[config.mk]
export PLATFORM = sky130hd
export DESIGN_NAME = ospfb_phase_rotator
export DESIGN_NICKNAME = d
export VERILOG_FILES = /design/src/rtl/ospfb_phase_rotator.sv
export SDC_FILE = /design/constraint.sdc
export NUM_CORES = 2
export LEC_CHECK = 0
export CORE_MARGIN = 4
export CORE_UTILIZATION = 45
export DETAILED_ROUTE_END_ITERATION = 7
export DONT_BUFFER_PORTS = 1
export HOLD_SLACK_MARGIN = 0.06
export PLACE_DENSITY = 0.58
export SKIP_CTS_REPAIR_TIMING = 1
export SLEW_MARGIN = 20
export SYNTH_ARGS = -nofsm -noshare
export SYNTH_HDL_FRONTEND = slang
export SYNTH_SLANG_ARGS = --single-unit
[constraint.sdc]
create_clock -name clk -period 10.85 [get_ports clk]
set_input_delay 1.085 -clock clk [delete_from_list [all_inputs] [get_ports clk]]
set_output_delay 1.085 -clock clk [all_outputs]
set_load 0.02 [all_outputs]
[src/rtl/ospfb_phase_rotator.sv]
// Per-frame circular rotation stage for the oversampled PFB: ping-pong frame buffer
// where output frame n is input frame n rotated by (n*DEC_FAC) mod FFT_LEN samples.
module ospfb_phase_rotator #(
   parameter int  WIDTH        = 16,
   parameter int  SAMP_PER_CLK = 2,
   parameter int  FFT_LEN      = 128,
   parameter int  DEC_FAC      = 96,
   localparam int DW           = WIDTH * SAMP_PER_CLK,
   localparam int FW           = FFT_LEN / SAMP_PER_CLK,
   localparam int AW           = $clog2(FW)
) (
   input  logic          clk,
   input  logic          rstn,
   input  logic [DW-1:0] s_axis_tdata,
   input  logic          s_axis_tvalid,
   output logic          s_axis_tready,
   input  logic          s_axis_tlast,
   output logic [DW-1:0] m_axis_tdata,
   output logic          m_axis_tvalid,
   input  logic          m_axis_tready,
   output logic          m_axis_tlast,
   output logic [AW-1:0] m_axis_tuser,
   input  logic          bypass,
   output logic          frame_err
);

   localparam logic [AW:0]   FW_W   = (AW+1)'(FW);
   localparam logic [AW:0]   D_STEP = (AW+1)'(DEC_FAC / SAMP_PER_CLK);
   localparam logic [AW-1:0] LAST   = AW'(FW - 1);
   localparam logic [AW-1:0] ONE    = AW'(1);

   logic [DW-1:0] mem [2**(AW+1)];

   logic          run;
   logic          wr_bank;
   logic [AW-1:0] wr_idx;
   logic [AW-1:0] acc;
   logic          byp_q;
   logic [1:0]    full;
   logic [1:0]    full_next;
   logic [AW-1:0] off_q [2];

   logic          rd_bank;
   logic [AW-1:0] rd_idx;
   logic          s1_valid;
   logic          s1_last;
   logic [AW-1:0] s1_user;
   logic [DW-1:0] s1_data;

   logic          wr_fire, wr_end, byp_frame;
   logic [AW:0]   acc_sum;
   logic [AW-1:0] acc_next;
   logic          out_ready, rd_issue, rd_end;
   logic [AW:0]   rd_sum;
   logic [AW-1:0] rd_addr;

   assign s_axis_tready = run && !full[wr_bank];
   assign wr_fire       = s_axis_tvalid && s_axis_tready;
   assign wr_end        = (wr_idx == LAST);
   assign byp_frame     = (wr_idx == '0) ? bypass : byp_q;

   // Offset advances by D/SPC words per frame, wrapped by a single conditional subtract.
   assign acc_sum  = {1'b0, acc} + D_STEP;
   assign acc_next = (acc_sum >= FW_W) ? AW'(acc_sum - FW_W) : acc_sum[AW-1:0];

   assign out_ready = !m_axis_tvalid || m_axis_tready;
   assign rd_issue  = full[rd_bank] && (!s1_valid || out_ready);
   assign rd_end    = (rd_idx == LAST);
   assign rd_sum    = {1'b0, rd_idx} + {1'b0, off_q[rd_bank]};
   assign rd_addr   = (rd_sum >= FW_W) ? AW'(rd_sum - FW_W) : rd_sum[AW-1:0];

   // A bank is released once its last word has been read out of the buffer,
   // so the writer can refill it while that word is still in the output pipe.
   always_comb begin
      // NOTE: default first so no path through this block leaves full_next unassigned (no latch).
      full_next = full;
      if (rd_issue && rd_end) full_next[rd_bank] = 1'b0;
      if (wr_fire && wr_end)  full_next[wr_bank] = 1'b1;
   end

   // NOTE: the frame buffer carries no reset; validity is tracked by the full flags alone.
   always_ff @(posedge clk) begin
      if (wr_fire) mem[{wr_bank, wr_idx}] <= s_axis_tdata;
      if (rd_issue) s1_data <= mem[{rd_bank, rd_addr}];
   end

   always_ff @(posedge clk or negedge rstn) begin
      if (!rstn) begin
         run       <= 1'b0;
         wr_bank   <= 1'b0;
         wr_idx    <= '0;
         acc       <= '0;
         byp_q     <= 1'b0;
         full      <= '0;
         off_q[0]  <= '0;
         off_q[1]  <= '0;
         frame_err <= 1'b0;
      end else begin
         run       <= 1'b1;
         full      <= full_next;
         frame_err <= wr_fire && (s_axis_tlast != wr_end);
         if (wr_fire) begin
            if (wr_idx == '0) byp_q <= bypass;
            if (wr_end) begin
               wr_idx         <= '0;
               wr_bank        <= ~wr_bank;
               off_q[wr_bank] <= byp_frame ? '0 : acc;
               acc            <= acc_next;
            end else begin
               wr_idx <= wr_idx + ONE;
            end
         end
      end
   end

   // s1 is the skid stage: it holds buffer read data whenever the output register is stalled.
   always_ff @(posedge clk or negedge rstn) begin
      if (!rstn) begin
         rd_bank       <= 1'b0;
         rd_idx        <= '0;
         s1_valid      <= 1'b0;
         s1_last       <= 1'b0;
         s1_user       <= '0;
         m_axis_tvalid <= 1'b0;
         m_axis_tdata  <= '0;
         m_axis_tlast  <= 1'b0;
         m_axis_tuser  <= '0;
      end else begin
         if (rd_issue) begin
            rd_idx   <= rd_end ? '0 : rd_idx + ONE;
            s1_valid <= 1'b1;
            s1_last  <= rd_end;
            s1_user  <= off_q[rd_bank];
            if (rd_end) rd_bank <= ~rd_bank;
         end else if (out_ready) begin
            s1_valid <= 1'b0;
         end
         if (out_ready) begin
            m_axis_tvalid <= s1_valid;
            if (s1_valid) begin
               m_axis_tdata <= s1_data;
               m_axis_tlast <= s1_last;
               m_axis_tuser <= s1_user;
            end
         end
      end
   end

endmodule
==> results.py <==
metrics = {
    "logic_synthesis": {
        "synth_flop_cell": "edfxtp_1",
        "synth_enable_flop_cells": 4128,
        "synth_common_cells": "4128 x edfxtp_1, 876 x mux4_2, 477 x mux2i_1",
        "yosysTopAreaCellShare": 0.7718,
        "ys_seq_elements": 4193,
        "ys_types": 68,
        "synth-seq-area-share": 0.7820,
        "syn_inst": 7200,
        "ys_warn_count": 0,
        "synth_most_common_cell": "edfxtp_1",
        "netlist_top_cells_area": "edfxtp_1 77%, mux4_2 12%, mux2i_1 3.0%",
        "synth_area_um2": 160600,
        "synth.largest_area_cell": "edfxtp_1",
        "synthArstFlopShare": 0.01550,
        "syn_avg_cell_area_um2": 22.31,
    },
    "sta": {
        "hold_slack_ns": 0.2119,
        "hold_viol_final": 0,
        "fmax_mhz": 176.3,
        "setup_violations": 0,
        "worstMarginPinSlew_ns": 1.181,
        "relSlewSlack": 0.1924,
        "fin_crit_sh": 0.5227,
        "tns_ns": 0,
        "slew_violations": 0,
        "min_period_ns": 5.672,
        "rsz0062_at_grt": "false",
        "fin_skew_ns": 0.05253,
    },
    "clock_network": {
        "insertion_delay_ns": 0.99,
        "clkTransAtPathRegs_ns": 0.06,
        "cts_buffers": 428,
        "cts_buffer_depth": 4,
        "htreeDepth": 5,
        "cts_root_buffer": "clkbuf_16",
        "cts_tree": "yes",
        "clock_sinks": 4193,
    },
    "setup_path": {
        "setup.worst_path.start": "rd_idx[2]$_DFFE_PN0N_",
        "cp-end-kind": "flop",
        "reg2reg_slack_ns": 5.18,
        "path_class": "flop to flop",
        "cp-start-kind": "flop",
        "required_ns": 11.51,
        "reg2reg_to": "s1_data[22]$_DFFE_PN_",
        "r2r-start": "rd_idx[2]$_DFFE_PN0N_",
        "critPathMaxFanout": 41,
        "arrival_ns": 6.33,
        "rr_worst_depth": 10,
    },
    "pwr": {
        "internal-power_w": 0.02606,
        "ir_drop_uv": 139.7,
        "p_sw_frac": 0.2003,
        "p_sw_w": 0.006529,
        "seqPwrFrac": 0.550,
        "p_clk_frac": 0.440,
        "power_density_nw_per_um2": 180.0,
        "combPwrFrac": 0.010,
        "totalPowerFinal_w": 0.03259,
        "leakage_nw": 54.53,
    },
    "floorplanning": {
        "coreArea_um2": 355700,
        "die_area_um2": 366500,
        "die_w_um": 605.4,
        "ios": 80,
        "start_util": 0.4515,
        "row_count": 219,
        "die_h_um": 605.4,
    },
    "layout": {
        "drive_gt1_frac": 0.2516,
        "utilization": 0.5091,
        "syn2layout_area_growth_pct": 12.75,
        "final_nets": 7520,
    },
    "global_route": {
        "overflow": 0,
        "grt_usage": 0.2611,
        "grt_first_pass_wirelength_um": 662400,
        "antenna_found_initial": 50,
        "grt_pass1_vias": 78765,
        "grt_max_degree": 129,
    },
    "routing": {
        "dr.pass1.iters": 8,
        "wirelength_met1_um": 184300,
        "final_antenna_net_count": 0,
        "met2_length_um": 224700,
        "via_count": 80444,
        "wl_per_cell_um": 38.30,
        "drt_iter0_markers": 12918,
        "drt_wl_total_um": 483200,
        "wl_met3_um": 52240,
        "highest_layer": "met5",
        "drc_errors": 0,
        "vias_per_cell": 6.376,
    },
    "flow_run": {
        "drv_cap": 0,
    },
    "min_path": {
        "hold_path_end": "mem[23][0]$_DFFE_PP_",
        "hp-start": "s_axis_tdata[0]",
        "hp-class": "primary input to flop",
        "min_path_cells": 0,
    },
    "place": {
        "portBuffers": 0,
        "dpl.hpwl_um": 264500,
        "place.gp.congestion": 0.8727,
    },
    "outcome": {
        "outcome": "completed",
    },
}
[power groups by stage]
stage | Sequential [W] | Combinational (W) | Clock, W
after floorplan | 0.0183 | 0.000129 | 0
after global placement | 0.0183 | 0.000300 | 0
after detailed placement | 0.0183 | 0.000304 | 0
after CTS | 0.0179 | 0.000304 | 0.0145
after global routing | 0.0179 | 0.000322 | 0.0152
final | 0.0179 | 0.000314 | 0.0143
[critical path: stages (launching register included)]
cell and delay [ns]:
dfrtp_4 0.70, buf_4 0.56, buf_4 0.57, buf_4 0.66, mux4_2 0.40, mux2i_1 0.33, nor2_1 0.07, a2111oi_0 1.00
buf_4 0.31, a311o_1 0.48, a22oi_1 0.14
[worst max-delay path by stage]
stage	endpoint	slack, ns	depth (start not counted)
2_1_floorplan	mem[108][0]$_DFFE_PP_	7.01	6
3_3_place_gp	s1_data[5]$_DFFE_PN_	4.99	7
3_5_place_dp	s1_data[22]$_DFFE_PN_	5.36	10
4_1_cts	s1_data[22]$_DFFE_PN_	5.33	10
5_1_grt	s1_data[22]$_DFFE_PN_	5.24	9
6_report	s1_data[22]$_DFFE_PN_	5.18	10
[kinds of logic after synthesis]
logic type,synth area share
simple gates,0.01277
xor+xnor,0.0008181
buf+inv,0.01603
other cells,0.00004676
fa+ha+maj,0.0003116
mux,0.1571
flops,0.7820
compound gates,0.03091
[through the flow]
stage          instances  cell area (um^2)  setup slack (ns)
6_report           12617            181100             5.178
5_1_grt            12598            181000             5.236
4_1_cts            12581            180900             5.330
3_5_place_dp       11795            167400             5.356
3_3_place_gp       11793            167300             4.994
2_1_floorplan       7203            160600             7.007
[metal layers]
| metal | vias to the layer above | GRT usage |
|---|---|---|
| met5 | - | 0 |
| met4 | 22 | 0.1006 |
| met3 | 885 | 0.05637 |
| met2 | 4838 | 0.4028 |
| met1 | 43442 | 0.3670 |
| li1 | 31257 | - |
[placed cells by master (no fill, tap or decap), types with 10 or more instances in the layout]
cell        instances
o211ai_1           19
buf_12             17
inv_16             10
mux2i_1           477
a221oi_1           21
o21ai_0            53
bufinv_16          31
mux4_2            876
edfxtp_1         4128
o221ai_1           62
o22ai_1            88
clkinv_2           83
a22o_1             30
a211oi_1           54
diode_2            32
clkinvlp_4         11
a311oi_1           10
dfrtp_1            60
nor3_1             25
buf_4             241
nand2b_1           13
clkbuf_8           10
nand3_1            41
nor2_1             54
mux2_2             65
a21oi_1           110
a31oi_1            14
nor2b_1            21
nand2_1            95
clkbuf_16         430
a22oi_1           114
a221o_1            11
a2111oi_0          23
nand4_1            12
nor2_4            132
clkbuf_1           91
clkinv_1          104
[registers in the layout, indices dropped and copies added (netlist names), 4 cells and up]
signal	flops
m_axis_tdata	32
mem	4096
off_q	4
rd_idx	6
s1_data	32
wr_idx	6
[final cells by class]
type	instances	area, um^2
well taps	4751	5944
multi-input cells	2586	33670
flip-flops and latches	4193	125600
fillers	28026	174600
clock inverters	255	2311
diodes	32	80.08
repair buffers	262	2202
clock buffers	531	11240
inverters	7	31.28
No activity file was read; power rests on OpenSTA's default activity.
